$ cat src/rtl/seq_gen_pkg.sv
// Shared definitions for the serial sequence generator.
//   state_t : FSM state encoding (IDLE / SEND / GAP)
//   PAT_100 : default 3-bit pattern for the "100" detector chain
package seq_gen_pkg;

    typedef enum logic [1:0] {
        IDLE = 2'b00,
        SEND = 2'b01,
        GAP  = 2'b10
    } state_t;

    localparam logic [2:0] PAT_100 = 3'b100;

endpackage

$ cat src/rtl/seq_down_counter.sv
// Loadable down counter with a zero flag.
//   clk      : rising-edge clock
//   rst      : synchronous active-high reset, clears the count
//   load     : load load_val (wins over dec)
//   load_val : value loaded on load
//   dec      : decrement by one; holds at zero
//   count    : current count
//   zero     : high when count is zero
module seq_down_counter #(
    parameter int W = 4
) (
    input  logic         clk,
    input  logic         rst,
    input  logic         load,
    input  logic [W-1:0] load_val,
    input  logic         dec,
    output logic [W-1:0] count,
    output logic         zero
);

    always_ff @(posedge clk) begin
        if (rst) begin
            count <= '0;
        end else if (load) begin
            count <= load_val;
        end else if (dec && (count != '0)) begin
            count <= count - W'(1);
        end
    end

    assign zero = (count == '0);

endmodule

$ cat src/rtl/sequence_generator_moore.sv
// Moore serial pattern generator. On an accepted start it sends a PAT_W-bit
// pattern MSB-first, one bit per clock, max(repeat_n,1) times, with
// GAP_CYCLES idle cycles between repetitions.
//   clk      : rising-edge clock
//   rst      : synchronous active-high reset
//   start    : transfer request, only honoured in IDLE
//   pattern  : pattern to send, captured on accepted start
//   repeat_n : repetition count, captured on accepted start (0 means 1)
//   x        : serial bit (IDLE_BIT when not sending)
//   x_valid  : x carries a pattern bit
//   busy     : transfer in progress (SEND or GAP)
//   done     : one-cycle pulse in the cycle after the final bit
module sequence_generator_moore
    import seq_gen_pkg::*;
#(
    parameter int   PAT_W      = 3,
    parameter int   CNT_W      = 4,
    parameter int   GAP_CYCLES = 1,
    parameter logic IDLE_BIT   = 1'b0
) (
    input  logic             clk,
    input  logic             rst,
    input  logic             start,
    input  logic [PAT_W-1:0] pattern,
    input  logic [CNT_W-1:0] repeat_n,
    output logic             x,
    output logic             x_valid,
    output logic             busy,
    output logic             done
);

    localparam int BIT_W = $clog2(PAT_W + 1);
    // Keep the gap counter at least one bit wide even when gaps are disabled.
    localparam int GAP_W = (GAP_CYCLES > 0) ? $clog2(GAP_CYCLES + 1) : 1;

    function automatic logic [CNT_W-1:0] clamp_reps(input logic [CNT_W-1:0] n);
        return (n == '0) ? CNT_W'(1) : n;
    endfunction

    state_t state, next_state;

    logic [PAT_W-1:0] shift_reg;
    logic [PAT_W-1:0] pat_hold;

    logic [BIT_W-1:0] bit_count;
    logic [GAP_W-1:0] gap_count;
    logic [CNT_W-1:0] rep_count;
    logic             bit_zero, gap_zero, rep_zero;

    logic bit_load, bit_dec;
    logic gap_load, gap_dec;
    logic rep_load, rep_dec;
    logic sh_load_new, sh_reload, sh_shift;
    logic done_next;

    logic bit_last, gap_last, reps_remain;

    // A zero count in SEND/GAP is treated as terminal so the FSM can never stall.
    assign bit_last    = (bit_count == BIT_W'(1)) || bit_zero;
    assign gap_last    = (gap_count == GAP_W'(1)) || gap_zero;
    // rep_count includes the repetition currently being sent.
    assign reps_remain = !rep_zero && (rep_count != CNT_W'(1));

    seq_down_counter #(.W(BIT_W)) u_bit_cnt (
        .clk      (clk),
        .rst      (rst),
        .load     (bit_load),
        .load_val (BIT_W'(PAT_W)),
        .dec      (bit_dec),
        .count    (bit_count),
        .zero     (bit_zero)
    );

    seq_down_counter #(.W(GAP_W)) u_gap_cnt (
        .clk      (clk),
        .rst      (rst),
        .load     (gap_load),
        .load_val (GAP_W'(GAP_CYCLES)),
        .dec      (gap_dec),
        .count    (gap_count),
        .zero     (gap_zero)
    );

    seq_down_counter #(.W(CNT_W)) u_rep_cnt (
        .clk      (clk),
        .rst      (rst),
        .load     (rep_load),
        .load_val (clamp_reps(repeat_n)),
        .dec      (rep_dec),
        .count    (rep_count),
        .zero     (rep_zero)
    );

    always_ff @(posedge clk) begin
        if (rst) begin
            state <= IDLE;
        end else begin
            state <= next_state;
        end
    end

    always_comb begin
        next_state  = state;
        bit_load    = 1'b0;
        bit_dec     = 1'b0;
        gap_load    = 1'b0;
        gap_dec     = 1'b0;
        rep_load    = 1'b0;
        rep_dec     = 1'b0;
        sh_load_new = 1'b0;
        sh_reload   = 1'b0;
        sh_shift    = 1'b0;
        done_next   = 1'b0;
        case (state)
            IDLE: begin
                if (start) begin
                    next_state  = SEND;
                    bit_load    = 1'b1;
                    rep_load    = 1'b1;
                    sh_load_new = 1'b1;
                end
            end
            SEND: begin
                sh_shift = 1'b1;
                bit_dec  = 1'b1;
                if (bit_last) begin
                    if (reps_remain) begin
                        rep_dec = 1'b1;
                        if (GAP_CYCLES > 0) begin
                            next_state = GAP;
                            gap_load   = 1'b1;
                        end else begin
                            // Back-to-back repetition: reload without leaving SEND.
                            bit_load  = 1'b1;
                            sh_reload = 1'b1;
                        end
                    end else begin
                        next_state = IDLE;
                        done_next  = 1'b1;
                    end
                end
            end
            GAP: begin
                gap_dec = 1'b1;
                if (gap_last) begin
                    next_state = SEND;
                    bit_load   = 1'b1;
                    sh_reload  = 1'b1;
                end
            end
            default: begin
                next_state = IDLE;
            end
        endcase
    end

    always_ff @(posedge clk) begin
        if (rst) begin
            shift_reg <= '0;
            pat_hold  <= '0;
            done      <= 1'b0;
        end else begin
            done <= done_next;
            if (sh_load_new) begin
                shift_reg <= pattern;
                pat_hold  <= pattern;
            end else if (sh_reload) begin
                shift_reg <= pat_hold;
            end else if (sh_shift) begin
                shift_reg <= shift_reg << 1;
            end
        end
    end

    assign x       = (state == SEND) ? shift_reg[PAT_W-1] : IDLE_BIT;
    assign x_valid = (state == SEND);
    assign busy    = (state == SEND) || (state == GAP);

endmodule

$ cat config.mk
export PLATFORM = sky130hd
export DESIGN_NAME = sequence_generator_moore
export DESIGN_NICKNAME = d
export VERILOG_FILES = /design/src/rtl/seq_gen_pkg.sv /design/src/rtl/seq_down_counter.sv /design/src/rtl/sequence_generator_moore.sv
export SDC_FILE = /design/constraint.sdc
export NUM_CORES = 1
export LEC_CHECK = 0
export ABC_CLOCK_PERIOD_IN_PS = 4360
export BUFFER_PORTS_ARGS = -buffer_cell sky130_fd_sc_hd__buf_2
export CORE_AREA = 5 5 45 47
export DETAILED_ROUTE_END_ITERATION = 6
export DIE_AREA = 0 0 50 52
export PLACE_DENSITY = 0.77
export SLEW_MARGIN = 15
export SYNTH_ARGS = -nofsm -noshare
export SYNTH_HDL_FRONTEND = slang
export SYNTH_SLANG_ARGS = --single-unit
$ cat constraint.sdc
create_clock -name clk -period 4.36 [get_ports clk]
set_input_delay 0.436 -clock clk [delete_from_list [all_inputs] [get_ports clk]]
set_output_delay 0.436 -clock clk [all_outputs]
set_load 0.02 [all_outputs]
==> results by group <==
Run status
  • Status: complete, no violations

Critical path
  • CP startpoint kind: register
  • Max stage delay on crit path: 0.38 ns
  • CP Class: reg -> out
  • Crit path buffers/inverters: 2
  • R2r setup slk: 2.75 ns
  • Crit path cell chain: inv_1, ha_1, and2_1, buf_2
  • Crit Path Max Fanout: 8
  • Largest delay share family, worst path: flip-flops
  • Crit path DAT: 1.38 ns
  • Slowest CP cell: dfxtp_1
  • WP data required: 3.92 ns
  • Worst setup EP type: output pin

Cells and area
  • Finished Core Util: 57.52%
  • Share of layout cells above drive strength 1: 17.70%
  • Most frequent cells in the layout: dfxtp_1 (15), nand2_1 (13), buf_2 (13), nor2_1 (9)
  • Non-filler cells in the finished layout: 130
  • Ant diodes: 0
  • Multi-input logic area: 485.5 um2
  • NumNets Final: 132
  • FF/Latch Area: 300.3 um2
  • Fill cells: 154
  • Commonest non-fill, non-tap cell in the layout: dfxtp_1
  • Largest register FFs: 4
  • Post-route cell area: 928.4 um2
  • Area added between synthesis and finish: 10.91%

Timing
  • Clk_skew: 0.007604 ns
  • FMAX: 0.5521 GHz
  • Slew @ Worst Pin: 0.3958 ns
  • Hold_ws: 0.3785 ns
  • Setup TNS Final: 0 ns
  • Final setup violating endpoints: 0
  • Final hold violation count: 0
  • Worst setup margin: 2.549 ns
  • Final period utilization: 41.54%
  • Min Tclk post-route: 1.811 ns
  • Max Slew Vio Count: 0
  • RSZ-0062 raised after global routing: no
  • Slew headroom: 73.39%

Yosys
  • Post-Synthesis Cells: 101
  • Synthesized area: 837.1 um2
  • Post-synth ARST share: 0%
  • Post-synth EDFFs: 0
  • Distinct cells, synth: 27
  • Seq cells post-synth: 15
  • Synthesized Nets: 119
  • Synth Warn #: 0
  • Yosys top cell area share: 35.87%
  • Synth area leaders: dfxtp_1 (36%), ha_1 (12%), nand2_1 (5.8%)
  • Avg Cell Area, Syn: 8.288 um2
  • Register area share after synthesis: 35.87%
  • Most used DFF post-synth: dfxtp_1
  • Yosys top cell by area: dfxtp_1

Placed design
  • Dpl cells: 126
  • Area after DPL: 902.1 um2
  • Routability cong.: 0.7219
  • I/O Buffers: 13
  • Setup WS pre-CTS: 2.757 ns
  • Post-DP HPWL: 1.227 mm

Global routing
  • GR Util All Layers: 12.82%
  • Vias in the first global route: 644
  • Wire length of the first global-routing pass: 2.546 mm
  • Largest net degree at the start of global routing: 17
  • Antenna violations before repair: 0
  • Total congestion overflow: 0

Clock tree
  • CTS tree: yes
  • Post-CTS setup buffers: 0
  • CTS sink count: 15
  • CTS H-tree depth: 1
  • CTS buffer count: 3
  • CTS max path bufs: 2
  • Clock root cell: clkbuf_4
  • Clk_lat worst skew: 0.28 ns
  • Post-CTS Resized: 0
  • Hold buffers post-CTS: 0
  • Clock slew at reported path FFs: 0.09 ns

Power and ir drop
  • Cell area power density: 487.9 nW/um2
  • LEAKAGE: 0.3921 nW
  • Tot Pwr: 0.4529 mW
  • Peak supply drop: 0.0002552 V

Drt
  • Vias: 703
  • Routed vias/inst: 5.408
  • Drt drc: 0
  • DRT Pass-1 Iters: 3
  • Starting DRT DRC Count: 5
  • WL per Instance: 12.15 um
  • Total Wirelength: 1.579 mm
  • Routed Antenna Nets: 0

Die
  • Initial Util: 51.86%
  • # IOs: 14
  • Total core area: 1614 um2
  • Chip Width: 50 um
  • Die Area: 2600 um2
  • Num rows: 15
  • Die height: 52 um

Hold path
  • Min-delay worst type: in -> reg

Job
  • Max-Cap Viols: 0
==> area by class of cell <==
cell class,instances,share of cell area (%)
Multi-Input combinational cell,73,52.29
Sequential cell,15,32.35
Timing Repair Buffer,13,7.008
Inverter,8,3.235
Clock buffer,4,2.830
Tap cell,17,2.291
==> logic make-up after synthesis <==
| logic type | count (synthesis) | synth area share, % |
|---|---|---|
| AO/OA/AOI/OAI | 23 | 19.88 |
| XOR/XNOR | 2 | 2.093 |
| adder cells (fa/ha/maj) | 8 | 11.96 |
| buffers and inverters | 13 | 6.129 |
| flip-flops | 15 | 35.87 |
| multiplexers | 2 | 2.392 |
| AND/OR/NAND/NOR | 38 | 21.67 |
==> path summary, 6_finish.rpt <==
kind | start | to | cells past startpoint
max | state[1] | x | 4
min | repeat_n[3] | u_rep_cnt.count[3] | 3
max reg2reg | state[1] | state[0] | 6
min reg2reg | pat_hold[1] | pat_hold[1] | 2
==> synthesized netlist by cell type, types with 3 or more instances <==
master and count:
dfxtp_1 15, nand2_1 13, nor2_1 9, a21oi_1 8, ha_1 8, inv_1 8
nand2b_1 4, a211oi_1 3, clkbuf_1 3, nor3_1 3
==> power breakdown <==
part	internal [mW]	switching [mW]	leakage [nW]
sequential	0.164	0.0184	0.124
clock	0.0355	0.0425	0.0150
combinational	0.0807	0.111	0.253
==> layer usage <==
| layer | vias up | share of wire (%) | global-route usage [%] |
|---|---|---|---|
| li1 | 366 | - | - |
| met1 | 321 | 43 | 14.01 |
| met2 | 12 | 50 | 21.97 |
| met3 | 4 | 4.4 | 3.152 |
| met4 | 0 | 2.3 | 7.860 |
| met5 | - | 0 | 0 |
==> worst reg2reg max path, delay by kind of cell (launching register included) <==
kind / cells / cell delay, ns
compound gates: 2 / 0.47
buf+inv: 2 / 0.21
fa+ha+maj: 1 / 0.31
simple gates: 1 / 0.17
flops: 1 / 0.34
(Power assumes the default switching activity.)
